$ cat src/rtl/clock_pkg.sv
// Shared definitions for the clock front panel: debouncer button codes,
// time-setting FSM state encoding, field limits and wrap-around helpers.
package clock_pkg;

    typedef logic [1:0] btn_code_t;
    typedef logic [1:0] state_t;
    typedef logic [1:0] blink_t;

    // Debouncer output codes
    localparam btn_code_t BTN_IDLE  = 2'b11;
    localparam btn_code_t BTN_SHORT = 2'b10;
    localparam btn_code_t BTN_LONG  = 2'b01;
    localparam btn_code_t BTN_HELD  = 2'b00;

    // Edit FSM states
    localparam state_t ST_RUN   = 2'd0;
    localparam state_t ST_SET_H = 2'd1;
    localparam state_t ST_SET_M = 2'd2;

    // Field being edited, as shown on the display
    localparam blink_t BLINK_NONE  = 2'b00;
    localparam blink_t BLINK_HOURS = 2'b01;
    localparam blink_t BLINK_MIN   = 2'b10;

    localparam logic [4:0] HOURS_MAX = 5'd23;
    localparam logic [5:0] MIN_MAX   = 6'd59;

    // Hours +/-1 modulo 24
    function automatic logic [4:0] hours_step(input logic [4:0] h, input logic up);
        if (up) begin
            return (h >= HOURS_MAX) ? 5'd0 : h + 5'd1;
        end
        return (h == 5'd0) ? HOURS_MAX : h - 5'd1;
    endfunction

    // Minutes +/-1 modulo 60
    function automatic logic [5:0] minutes_step(input logic [5:0] m, input logic up);
        if (up) begin
            return (m >= MIN_MAX) ? 6'd0 : m + 6'd1;
        end
        return (m == 6'd0) ? MIN_MAX : m - 6'd1;
    endfunction

endpackage

$ cat src/rtl/btn_repeat.sv
// Turns one debounced button code into increment/decrement pulses.
// Short press increments, long press decrements, and a held button
// increments on its first held cycle and then every REPEAT_DIV cycles.
module btn_repeat
    import clock_pkg::*;
#(
    parameter int unsigned REPEAT_DIV = 4
) (
    input  logic      i_clk,
    input  logic      i_rst_n,
    input  btn_code_t i_code,
    input  logic      i_clear,
    output logic      o_inc_pulse,
    output logic      o_dec_pulse
);

    // Counter wraps after this value; a divider of 0 or 1 repeats every cycle
    localparam logic [31:0] RPT_LAST = (REPEAT_DIV > 1) ? 32'(REPEAT_DIV - 1) : 32'd0;

    logic [31:0] cnt_q, cnt_d;
    logic        held;

    // Repeat phase counter; restarts whenever the hold is broken or cleared
    always_comb begin
        held = (i_code == BTN_HELD) && !i_clear;
        if (!held) begin
            cnt_d = 32'd0;
        end else if (cnt_q >= RPT_LAST) begin
            cnt_d = 32'd0;
        end else begin
            cnt_d = cnt_q + 32'd1;
        end
    end

    // Pulses are combinational so steps land in the same edge as other events
    always_comb begin
        o_inc_pulse = !i_clear && ((i_code == BTN_SHORT) || (held && (cnt_q == 32'd0)));
        o_dec_pulse = !i_clear && (i_code == BTN_LONG);
    end

    // Counter register
    always_ff @(posedge i_clk or negedge i_rst_n) begin
        if (!i_rst_n) begin
            cnt_q <= 32'd0;
        end else begin
            cnt_q <= cnt_d;
        end
    end

endmodule

$ cat src/rtl/time_set_ctrl.sv
// Time-setting controller: MODE enters/steps/commits an hours-then-minutes
// edit, ADJ adjusts the selected field with wrap-around and auto-repeat,
// and an idle timeout abandons the edit without loading.
module time_set_ctrl
    import clock_pkg::*;
#(
    parameter int unsigned DIV_CONST  = 50_000_000,
    parameter int unsigned REPEAT_DIV = DIV_CONST / 4,
    parameter int unsigned TIMEOUT_S  = 30
) (
    input  logic       i_clk,
    input  logic       i_rst_n,
    input  logic [1:0] i_mode_state,
    input  logic [1:0] i_adj_state,
    input  logic [4:0] i_hours,
    input  logic [5:0] i_minutes,
    output logic [4:0] o_hours,
    output logic [5:0] o_minutes,
    output logic       o_load,
    output logic       o_editing,
    output logic [1:0] o_blink_sel
);

    localparam logic [31:0] TO_RELOAD = 32'(TIMEOUT_S * DIV_CONST);

    state_t      state_q, state_d;
    logic [4:0]  hours_q, hours_d;
    logic [5:0]  minutes_q, minutes_d;
    logic        load_q, load_d;
    logic        editing_q, editing_d;
    blink_t      blink_q, blink_d;
    logic [31:0] to_q, to_d;

    logic        in_edit;
    logic        mode_evt;
    logic        any_evt;
    logic        rpt_clear;
    logic        adj_inc;
    logic        adj_dec;

    // Classify this cycle's inputs; a MODE event suppresses ADJ entirely
    always_comb begin
        in_edit   = (state_q != ST_RUN);
        mode_evt  = in_edit ? ((i_mode_state == BTN_SHORT) || (i_mode_state == BTN_LONG))
                            : (i_mode_state == BTN_LONG);
        any_evt   = (i_mode_state != BTN_IDLE) || (i_adj_state != BTN_IDLE);
        rpt_clear = !in_edit || mode_evt;
    end

    btn_repeat #(
        .REPEAT_DIV (REPEAT_DIV)
    ) u_adj_repeat (
        .i_clk       (i_clk),
        .i_rst_n     (i_rst_n),
        .i_code      (i_adj_state),
        .i_clear     (rpt_clear),
        .o_inc_pulse (adj_inc),
        .o_dec_pulse (adj_dec)
    );

    // Next-state: timeout bookkeeping first, then button-driven transitions
    always_comb begin
        state_d   = state_q;
        hours_d   = hours_q;
        minutes_d = minutes_q;
        load_d    = 1'b0;
        to_d      = to_q;

        // Any button activity keeps the edit alive; silence counts down
        if (any_evt) begin
            to_d = TO_RELOAD;
        end else if (in_edit) begin
            if (to_q <= 32'd1) begin
                to_d    = 32'd0;
                state_d = ST_RUN;
            end else begin
                to_d = to_q - 32'd1;
            end
        end

        case (state_q)
            ST_RUN: begin
                if (i_mode_state == BTN_LONG) begin
                    state_d   = ST_SET_H;
                    to_d      = TO_RELOAD;
                    hours_d   = (i_hours > HOURS_MAX) ? 5'd0 : i_hours;
                    minutes_d = (i_minutes > MIN_MAX) ? 6'd0 : i_minutes;
                end
            end
            ST_SET_H: begin
                if (i_mode_state == BTN_SHORT) begin
                    state_d = ST_SET_M;
                end else if (i_mode_state == BTN_LONG) begin
                    load_d  = 1'b1;
                    state_d = ST_RUN;
                end else if (adj_inc) begin
                    hours_d = hours_step(hours_q, 1'b1);
                end else if (adj_dec) begin
                    hours_d = hours_step(hours_q, 1'b0);
                end
            end
            ST_SET_M: begin
                if (i_mode_state == BTN_SHORT) begin
                    state_d = ST_SET_H;
                end else if (i_mode_state == BTN_LONG) begin
                    load_d  = 1'b1;
                    state_d = ST_RUN;
                end else if (adj_inc) begin
                    minutes_d = minutes_step(minutes_q, 1'b1);
                end else if (adj_dec) begin
                    minutes_d = minutes_step(minutes_q, 1'b0);
                end
            end
            default: begin
                state_d = ST_RUN;
            end
        endcase
    end

    // Status outputs follow the next state so they line up with the edit registers
    always_comb begin
        editing_d = (state_d != ST_RUN);
        case (state_d)
            ST_SET_H: blink_d = BLINK_HOURS;
            ST_SET_M: blink_d = BLINK_MIN;
            default:  blink_d = BLINK_NONE;
        endcase
    end

    // State, edit registers, timeout counter and registered outputs
    always_ff @(posedge i_clk or negedge i_rst_n) begin
        if (!i_rst_n) begin
            state_q   <= ST_RUN;
            hours_q   <= 5'd0;
            minutes_q <= 6'd0;
            load_q    <= 1'b0;
            editing_q <= 1'b0;
            blink_q   <= BLINK_NONE;
            to_q      <= 32'd0;
        end else begin
            state_q   <= state_d;
            hours_q   <= hours_d;
            minutes_q <= minutes_d;
            load_q    <= load_d;
            editing_q <= editing_d;
            blink_q   <= blink_d;
            to_q      <= to_d;
        end
    end

    assign o_hours     = hours_q;
    assign o_minutes   = minutes_q;
    assign o_load      = load_q;
    assign o_editing   = editing_q;
    assign o_blink_sel = blink_q;

endmodule

$ cat config.mk
export PLATFORM = sky130hd
export DESIGN_NAME = time_set_ctrl
export DESIGN_NICKNAME = d
export VERILOG_FILES = /design/src/rtl/clock_pkg.sv /design/src/rtl/btn_repeat.sv /design/src/rtl/time_set_ctrl.sv
export SDC_FILE = /design/constraint.sdc
export NUM_CORES = 1
export LEC_CHECK = 0
export ABC_AREA = 1
export CORE_ASPECT_RATIO = 0.8
export CORE_MARGIN = 4
export CORE_UTILIZATION = 39
export DETAILED_ROUTE_END_ITERATION = 6
export SETUP_SLACK_MARGIN = 0.5
export SLEW_MARGIN = 20
export SYNTH_ARGS = -nofsm -noshare
export SYNTH_HDL_FRONTEND = slang
export SYNTH_HIERARCHICAL = 1
export SYNTH_SLANG_ARGS = --single-unit
$ cat constraint.sdc
create_clock -name i_clk -period 3.6 [get_ports i_clk]
set_clock_uncertainty 0.15 [all_clocks]
set_input_delay 0.54 -clock i_clk [delete_from_list [all_inputs] [get_ports i_clk]]
set_output_delay 0.54 -clock i_clk [all_outputs]
set_load 0.1 [all_outputs]
# After elaboration in Yosys (flattened, before gate mapping)
# Cells that the tools add are included.
dict set report op_classes {
  addsub 6
  magnitude_cmp 6
  n_eq_ne 17
  mux 45
  reduce_logical 22
}
# op count
set op_table {}
lappend op_table {{$mux 32} 7}
lappend op_table {{$mux 6} 9}
lappend op_table {{$mux 5} 9}
lappend op_table {{$add 32x1->32 const B} 1}
lappend op_table {{$ge 32x24->1 const B} 1}
lappend op_table {{$le 32x1->1 const B} 1}
lappend op_table {{$logic_not 32->1} 1}
lappend op_table {{$sub 32x1->32 const B} 1}
lappend op_table {{$mux 2} 7}
lappend op_table {{$ne 2x2->1 const B} 7}
lappend op_table {{$pmux 6 s2} 1}
lappend op_table {{$pmux 5 s2} 1}
lappend op_table {{$reduce_and 5->1} 2}
lappend op_table {{$mux 1} 9}
lappend op_table {{$eq 2x1->1 const B} 4}
lappend op_table {{$eq 2x2->1 const B} 4}
lappend op_table {{$reduce_bool 2->1} 4}
lappend op_table {{$add 6x1->6 const B} 1}
lappend op_table {{$ge 6x6->1 const B} 1}
lappend op_table {{$gt 6x6->1 const B} 1}
lappend op_table {{$logic_not 6->1} 1}
lappend op_table {{$ne 3x3->1 const B} 2}
lappend op_table {{$pmux 2 s3} 1}
lappend op_table {{$sub 6x1->6 const B} 1}
lappend op_table {{other kinds (11)} 19}
dict set report totals {
  reg_bits 81
  input_bits 17
  output_inout_bits 15
  wordCells 104
}

# Longest topological paths before layout
# Gate-level depths: netlist (run 1).
dict set report logic_depth {
  ltp_word 18
  mapped_depth 15
  ltp_nobuf 15
}

# Cells and area by module
# The synthesis (run 1) kept the hierarchy.
# mod n_inst cells_each area_each_um2 seq_area_each_um2
set modules_own_cells {}
lappend modules_own_cells {time_set_ctrl 1 448 3428.3 1226.2}
lappend modules_own_cells {btn_repeat 1 242 1874.3 800.8}

# Least setup slack after synthesis (run 1)
# OpenSTA, ideal clock, no wires.
dict set report synth_timing {
  path_type {flip-flop to flip-flop}
  from {reg state_q[0]}
  to {reg hours_q[0], in the netlist o_hours[0]}
  setup_time_ps 133
  arrival_ps 2311
  required_time_ps 3317
  path_slack_ps 1006
  stages_incl_launch_ff 15
  n_path_buf 2
  period_less_slack_ps 2594
  path_cell_list {dfrtp_1 > inv_1 > ha_1 > buf_6 > inv_6 > buf_6 > nand2_1 > or2_2 > nor2_1 > or2_2 > nand4_1 > o21ai_1 > inv_1 > a31oi_1 > a22oi_1}
}
dict set report synth_between {
  elab_chain_len 12
  word_cells_on_any_way 22
  classes_between {eq/ne: 5; mux: 5; reduce/logical: 12}
}
# element line
set synth_rtl {}
lappend synth_rtl {{start: declaration} time_set_ctrl.sv:26} ;# state_t state_q, state_d;
lappend synth_rtl {{start signal: assignment} time_set_ctrl.sv:141} ;# state_q <= state_d;
lappend synth_rtl {{$reduce_bool 2->1 *} time_set_ctrl.sv:43} ;# in_edit = (state_q != ST_RUN);
lappend synth_rtl {{$mux 1 or $logic_not 1->1 (tied branches)} {time_set_ctrl.sv:44, time_set_ctrl.sv:47}}
lappend synth_rtl {{$logic_or 1x1->1 *} time_set_ctrl.sv:47} ;# rpt_clear = !in_edit || mode_evt;
lappend synth_rtl {{named net rpt_clear} time_set_ctrl.sv:37} ;# logic rpt_clear;
lappend synth_rtl {{$logic_not 1->1 *} {btn_repeat.sv:25, btn_repeat.sv:37}}
lappend synth_rtl {{$logic_and 1x1->1} btn_repeat.sv:25} ;# held = (i_code == BTN_HELD) && !i_clear;
lappend synth_rtl {{$logic_and 1x1->1} btn_repeat.sv:37} ;# o_inc_pulse = !i_clear && ((i_code == BTN_SHORT) || (held && (cnt_q == 32'd0)));
lappend synth_rtl {{$logic_or 1x1->1} btn_repeat.sv:37}
lappend synth_rtl {{$logic_and 1x1->1 *} btn_repeat.sv:37}
lappend synth_rtl {{named net adj_inc} time_set_ctrl.sv:38} ;# logic adj_inc;
lappend synth_rtl {{$mux 5} time_set_ctrl.sv:96} ;# end else if (adj_inc) begin
lappend synth_rtl {{$mux 5} time_set_ctrl.sv:93} ;# end else if (i_mode_state == BTN_LONG) begin
lappend synth_rtl {{$mux 5} time_set_ctrl.sv:91} ;# if (i_mode_state == BTN_SHORT) begin
lappend synth_rtl {{$pmux 5 s2} time_set_ctrl.sv:81} ;# case (state_q)
lappend synth_rtl {{end signal: assignment} time_set_ctrl.sv:142} ;# hours_q <= hours_d;
lappend synth_rtl {{end: declaration} time_set_ctrl.sv:27} ;# logic [4:0] hours_q, hours_d;
# The timed path passes the listed nets; every way through them passes the cells marked *. The select of a mux whose other input is x is not followed.
# A chain may end at the register's enable or synchronous reset.

# Worst setup path in the final report (run 1)
dict set report layout_timing {
  from {reg state_q[0]}
  to {reg minutes_q[3], in the netlist o_minutes[3]}
}
dict set report layout_between {
  elab_chain_len 12
  word_cells_on_any_way 22
  classes_between {eq/ne: 5; mux: 5; reduce/logical: 12}
}
# element line
set layout_rtl {}
lappend layout_rtl {{$reduce_bool 2->1 *} time_set_ctrl.sv:43}
lappend layout_rtl {{$mux 1 or $logic_not 1->1 (tied branches)} {time_set_ctrl.sv:44, time_set_ctrl.sv:47}}
lappend layout_rtl {{$logic_or 1x1->1 *} time_set_ctrl.sv:47}
lappend layout_rtl {{named net rpt_clear} time_set_ctrl.sv:37}
lappend layout_rtl {{$logic_not 1->1 *} {btn_repeat.sv:25, btn_repeat.sv:37}}
lappend layout_rtl {{$logic_and 1x1->1} btn_repeat.sv:25}
lappend layout_rtl {{$logic_and 1x1->1} btn_repeat.sv:37}
lappend layout_rtl {{$logic_or 1x1->1} btn_repeat.sv:37}
lappend layout_rtl {{$logic_and 1x1->1 *} btn_repeat.sv:37}
lappend layout_rtl {{named net adj_inc} time_set_ctrl.sv:38}
lappend layout_rtl {{$mux 6} time_set_ctrl.sv:108} ;# end else if (adj_inc) begin
lappend layout_rtl {{$mux 6} time_set_ctrl.sv:105} ;# end else if (i_mode_state == BTN_LONG) begin
lappend layout_rtl {{$mux 6} time_set_ctrl.sv:103} ;# if (i_mode_state == BTN_SHORT) begin
lappend layout_rtl {{$pmux 6 s2} time_set_ctrl.sv:81}
lappend layout_rtl {{end signal: assignment} time_set_ctrl.sv:143} ;# minutes_q <= minutes_d;
lappend layout_rtl {{end: declaration} time_set_ctrl.sv:28} ;# logic [5:0] minutes_q, minutes_d;
# Marks and branches as above.

==> results of run 1 <==
==> cell families after synthesis <==
kind of cell / synth area share [%]
xor gates and xnor gates: 5.12
adders and majority gates: 3.78
AOI/OAI and AO/OA: 8.26
buffers and inverters: 8.05
and+or+nand+nor: 36.5
DFF: 38.2
other: 0.0707
==> through the flow <==
stage / setup slack (ps) / cells / hold slack, ps
detailed placement: 492 / 898 / 336
global placement: 545 / 898 / 324
CTS: 789 / 914 / 295
global route: 542 / 914 / 175
finish: 873 / 914 / 105
floorplan: 1010 / 697 / 94.4
==> where the power goes <==
part	switching [mW]	internal [mW]	total, mW
registers	0.116	1.01	1.13
logic	1.24	0.468	1.71
clock network	0.361	0.534	0.895
==> worst paths after layout <==
kind,from,to,slack [ps],cells after the start
max in group asynchronous,i_rst_n,to_q[4],2690,1
hold reg to reg,u_adj_repeat/cnt_q[0],u_adj_repeat/cnt_q[0],340,1
setup reg to reg,state_q[0],o_minutes[3],870,12
hold / removal,i_rst_n,to_q[14],110,1
min in group i_clk,u_adj_repeat/cnt_q[0],u_adj_repeat/cnt_q[0],340,1
setup / recovery,state_q[0],o_minutes[3],870,12
==> state kept, by name, indices dropped and copies added (netlist names) <==
signal	count
o_blink_sel	2
to_q	32
o_load	1
u_adj_repeat/cnt_q	32
o_hours	5
o_editing	1
state_q	2
o_minutes	6
==> area by class of cell <==
class	count	area (um2)	share of cell area [%]
clock buffer	10	229	3.76
clock inverter	6	58.8	0.964
inverter	92	350	5.75
multi-input combinational	516	2880	47.2
sequential	81	2030	33.2
tap	175	219	3.59
timing repair buffer	34	334	5.48
==> layout by cell type, fill, tap and decap left out, types with 13 or more instances in the layout <==
cell / n
a21oi_1: 21
ha_1: 16
nand2_1: 135
nand4_1: 18
nand3_1: 47
dfrtp_1: 81
o21ai_0: 24
nor2_1: 87
nor2_2: 37
nor2_4: 13
clkdlybuf4s50_1: 30
xor2_1: 23
inv_1: 83
==> metal layers <==
metal / up-vias / part of all wire [%]
met5: - / 0
met4: 0 / 2.4
met3: 21 / 4.2
met2: 107 / 46
met1: 2052 / 47
li1: 2287 / -
==> what timing repair did <==
item,4_1_cts,5_1_grt
endpoints found under the setup margin,0,2
resized for setup,0,1
endpoints found under the hold margin,0,0
==> impl_metrics.json, run 1 <==
{
  "outcome": "complete, no violations",
  "synthFlopType": "dfrtp_1",
  "grt_pass1_vias": 4277,
  "critical_path_class": "reg2reg",
  "synth-warning-count": 6,
  "initial_utilization_pct": 40.5,
  "cp_cell_sequence": "inv_1, ha_1, inv_6, nand2_1, or2_2, nor2_1, inv_1, nor2_1, inv_1, o211ai_1, nand3_1, o21ai_0",
  "synth_top_cells_by_area": "dfrtp_1, nand2_1, nor2_1, inv_1, nand3_1",
  "cap_viol_max_count": 0,
  "fillCellCount": 1269,
  "root_buffer": "clkbuf_16",
  "required_ps": 3700,
  "final_cell_area_mm2": 0.00610,
  "netlist_top_cells_count": "nand2_1, nor2_1, inv_1",
  "timing.final.setup_violations": 0,
  "startpoint_type": "flop",
  "wire_length_of_the_first_global_routing_pass_um": 20200,
  "chipWidth_um": 138,
  "timing.setup.tns_ps": 0,
  "static-leakage-power_nw": 2.74,
  "holdBufCountCts": 0,
  "place.detailed.hpwl_um": 8740,
  "ant_nets": 0,
  "cts_buffers": 9,
  "detail_route.first_pass.iterations": 5,
  "grt_max_degree": 82,
  "cp.arrival_ps": 2830,
  "total_power_mw": 3.73,
  "timing.critical_path.max_delay_family": "simple AND/OR/NAND/NOR gates",
  "via_count": 4467,
  "relSlewSlack_pct": 34.6,
  "routed_wirelength_um": 11800,
  "clkLatencyLatePin_ps": 330,
  "postSynthRegisterBits": 81,
  "antenna_found_initial": 0,
  "clk_path_buf_depth": 2,
  "die_height_um": 112,
  "cts.sink_count": 81,
  "synth_area_leader_cell": "dfrtp_1",
  "avgViaCountPerCell": 4.89,
  "critPathSlowestCell": "dfrtp_1",
  "final_nets": 767,
  "clock_tree_from_tritoncts": "built",
  "global_route.usage.met3_pct": 3.79,
  "grt_usage_pct": 15.7,
  "finalHoldViolCount": 0,
  "fraction_of_layout_cells_with_a_size_suffix_above_1_pct": 15.4,
  "dieArea_mm2": 0.0155,
  "grtUsageMet2_pct": 24.9,
  "core_region_area_mm2": 0.0131,
  "post_synth_inst_count": 690,
  "worstHoldPathType": "in2async",
  "critical_path.max_fanout": 11,
  "fin_crit_ps": 2730,
  "yosysTopAreaCellShare_pct": 38.2,
  "maxSlewViolCount": 0,
  "port_buffers": 31,
  "critical-path-top-cell-by-count": "inv_1",
  "synth_async_sr_flop_share_pct": 100,
  "placed_area_mm2": 0.00580,
  "floorplan.io_pins": 32,
  "maxClockFrequency_ghz": 0.367,
  "synth_edf_count": 0,
  "setup_repair_after_global_routing_missed_its_margin": "no",
  "initialDrtViolationCount": 269,
  "power.density_cell_area_mw_per_mm2": 612,
  "fin_crit_sh_pct": 75.7,
  "synth.cell_area_mm2": 0.00530,
  "wl_per_cell_um": 12.9,
  "globalRoute.totalOverflow": 0,
  "globalplace.congestion": 0.992,
  "clock_h_tree_levels": 3,
  "antenna_cells_inserted": 0,
  "cp_slowest_stage_delay_ps": 420,
  "synthToLayoutAreaGrowth_pct": 15.0,
  "post_synthesis_cell_type_count": 46,
  "grt_use_met1_pct": 20.7,
  "row_count": 37,
  "worst_setup_path_end_kind": "flop",
  "max_slew.worst_pin.slew_ps": 978,
  "worstPathBufferInverterCount": 4,
  "post_cts.repair.setup_buffers": 0,
  "vdd_ir_drop_max_mv": 0.536,
  "final_core_utilization_pct": 46.5,
  "worst_setup_hold_path_clk_slew_ps": 60,
  "top_usage_layer": "met2",
  "drcViolationCount": 0,
  "average_instance_area_after_synthesis_um2": 7.68,
  "yosysMostFrequentCell": "nand2_1",
  "part_of_the_yosys_area_used_for_sequential_elements_pct": 38.2
}
Note: power is estimated with default switching activity, not from simulation.
==> run 2: changes to the inputs <==
Clock period 3.6 ns to 2.7 ns, I/O delays scaled along.
==> run 2 against run 1 <==
  * Clock-buffer cell count up 1
  * Design area rose by 2.3%
  * Routed wire length grew 3.0%
  * Die area is the same
  * Flip-flop and latch count unchanged
  * Non-clock buffer count rose by 10
  * Critical endpoint is now o_hours[0]
  * Largest cell class unchanged
  * Largest power group unchanged
  * Combinational power increased by 41%
  * Core utilization rose by 1.1 points
==> impl_metrics.json, run 2 (synthesis results as in run 1) <==
{
  "outcome": "complete, no violations",
  "total_power_mw": 5.15,
  "power.density_cell_area_mw_per_mm2": 825,
  "placed_area_mm2": 0.00583,
  "worst_setup_hold_path_clk_slew_ps": 60,
  "globalplace.congestion": 0.875,
  "static-leakage-power_nw": 2.81,
  "clock_tree_from_tritoncts": "built",
  "vdd_ir_drop_max_mv": 0.586,
  "drcViolationCount": 0,
  "dieArea_mm2": 0.0155,
  "required_ps": 2770,
  "setup_repair_after_global_routing_missed_its_margin": "yes",
  "max_slew.worst_pin.slew_ps": 588,
  "core_region_area_mm2": 0.0131,
  "place.detailed.hpwl_um": 9090,
  "globalRoute.totalOverflow": 0,
  "floorplan.io_pins": 32,
  "routed_wirelength_um": 12100,
  "cts_buffers": 9,
  "timing.setup.tns_ps": 0,
  "grt_usage_pct": 16.3,
  "antenna_found_initial": 0,
  "row_count": 37,
  "fin_crit_ps": 2240,
  "clk_path_buf_depth": 2,
  "maxSlewViolCount": 0,
  "initialDrtViolationCount": 331,
  "chipWidth_um": 138,
  "timing.final.setup_violations": 0,
  "initial_utilization_pct": 40.5,
  "worstHoldPathType": "reg2reg",
  "cap_viol_max_count": 0,
  "via_count": 4601,
  "antenna_cells_inserted": 0,
  "worst_setup_path_end_kind": "flop",
  "finalNonFillerCells": 924,
  "clkLatencyLatePin_ps": 340,
  "synthToLayoutAreaGrowth_pct": 17.6,
  "maxClockFrequency_ghz": 0.446,
  "critical_path.max_fanout": 3,
  "ant_nets": 0,
  "wire_length_of_the_first_global_routing_pass_um": 21200,
  "port_buffers": 31,
  "detail_route.first_pass.iterations": 5,
  "relSlewSlack_pct": 60.8,
  "cp.arrival_ps": 2310,
  "fin_crit_sh_pct": 83.0,
  "cts.sink_count": 81,
  "final_cell_area_mm2": 0.00624,
  "die_height_um": 112,
  "avgViaCountPerCell": 4.98,
  "finalHoldViolCount": 0,
  "grt_max_degree": 42,
  "root_buffer": "clkbuf_16",
  "fraction_of_layout_cells_with_a_size_suffix_above_1_pct": 20.7,
  "place_inst": 902,
  "critical_path_class": "in2reg",
  "most_common_cell_after_layout_fill_and_taps_aside": "nand2_1",
  "grt_pass1_vias": 4515,
  "clock_h_tree_levels": 3,
  "wl_per_cell_um": 13.1,
  "final_nets": 777,
  "startpoint_type": "primary input",
  "mostFrequentLayoutCells": "nand2_1, nor2_1, inv_1"
}
==> run 2: cell types whose count changed in the layout (fill, tap and decap cells not counted), sizes merged <==
cell | before | now
buf | 4 | 28
clkbuf | 10 | 11
clkdlybuf4s50 | 30 | 15
clkinv | 5 | 2
clkinvlp | 0 | 2
dlygate4sd3 | 0 | 1
==> run 2: what timing repair did <==
item	4_1_cts	5_1_grt
hold buffers	1	0
gates cloned	0	1
buffers inserted	1	3
pin swaps	0	8
endpoints found under the setup margin	11	15
hold endpoints to repair	40	0
gates resized for setup	3	21
==> run 2: where the power goes <==
group          leakage, nW  switching, mW  total (mW)  internal [mW]
registers             1.02          0.152        1.51           1.36
clock network        0.142          0.494        1.23          0.739
logic                 1.65           1.73        2.41          0.674
total                 2.81           2.38        5.15           2.77
==> run 2: worst max-delay path: stages <==
cell and delay, ps:
clkdlybuf4s50_1 470, inv_1 50, ha_1 280, nand2_2 50, or2_4 240, nor2_4 150, or2_4 140, nand4_1 90
o21ai_2 110, inv_2 80, a31oi_2 150, a22oi_1 80
==> run 2: per-layer routing <==
metal | share of wire [%] | vias up | global-route usage [%]
met1 | 49 | 2164 | 22.9
met4 | 0.90 | 0 | 4.61
met5 | 0 | - | 0
met3 | 5.4 | 10 | 3.71
met2 | 45 | 118 | 25.6
li1 | - | 2309 | -
==> run 2: worst paths after layout <==
kind | startpoint | to | slack, ps | depth (start not counted)
worst max-delay path | i_mode_state[0] | o_hours[0] | 460 | 12
worst min-delay path | to_q[26] | to_q[26] | 360 | 1
worst max register to register | state_q[1] | o_hours[0] | 500 | 12
worst min register to register | to_q[26] | to_q[26] | 360 | 1
max in group asynchronous | i_rst_n | u_adj_repeat/cnt_q[31] | 1330 | 3
min in group asynchronous | i_rst_n | to_q[14] | 470 | 2
==> run 2: cell type report <==
class	instances	area, um2
well taps	175	219
repair buffers	44	387
multi-input cells	516	2950
inverters	92	355
fillers	1234	6860
clock buffers	11	243
clock inverters	5	55.1
flip-flops and latches	81	2030
==> run 2: metrics by stage <==
| step | hold WS (ps) | utilization, % | setup slack (ps) |
|---|---|---|---|
| 5_1_grt | 385 | 47.6 | 337 |
| 4_1_cts | 366 | 47.0 | 506 |
| 2_1_floorplan | -40.6 | - | 474 |
| 6_report | 364 | 47.6 | 458 |
| 3_3_place_gp | 294 | 44.5 | 113 |
| 3_5_place_dp | 297 | 44.5 | 78.1 |
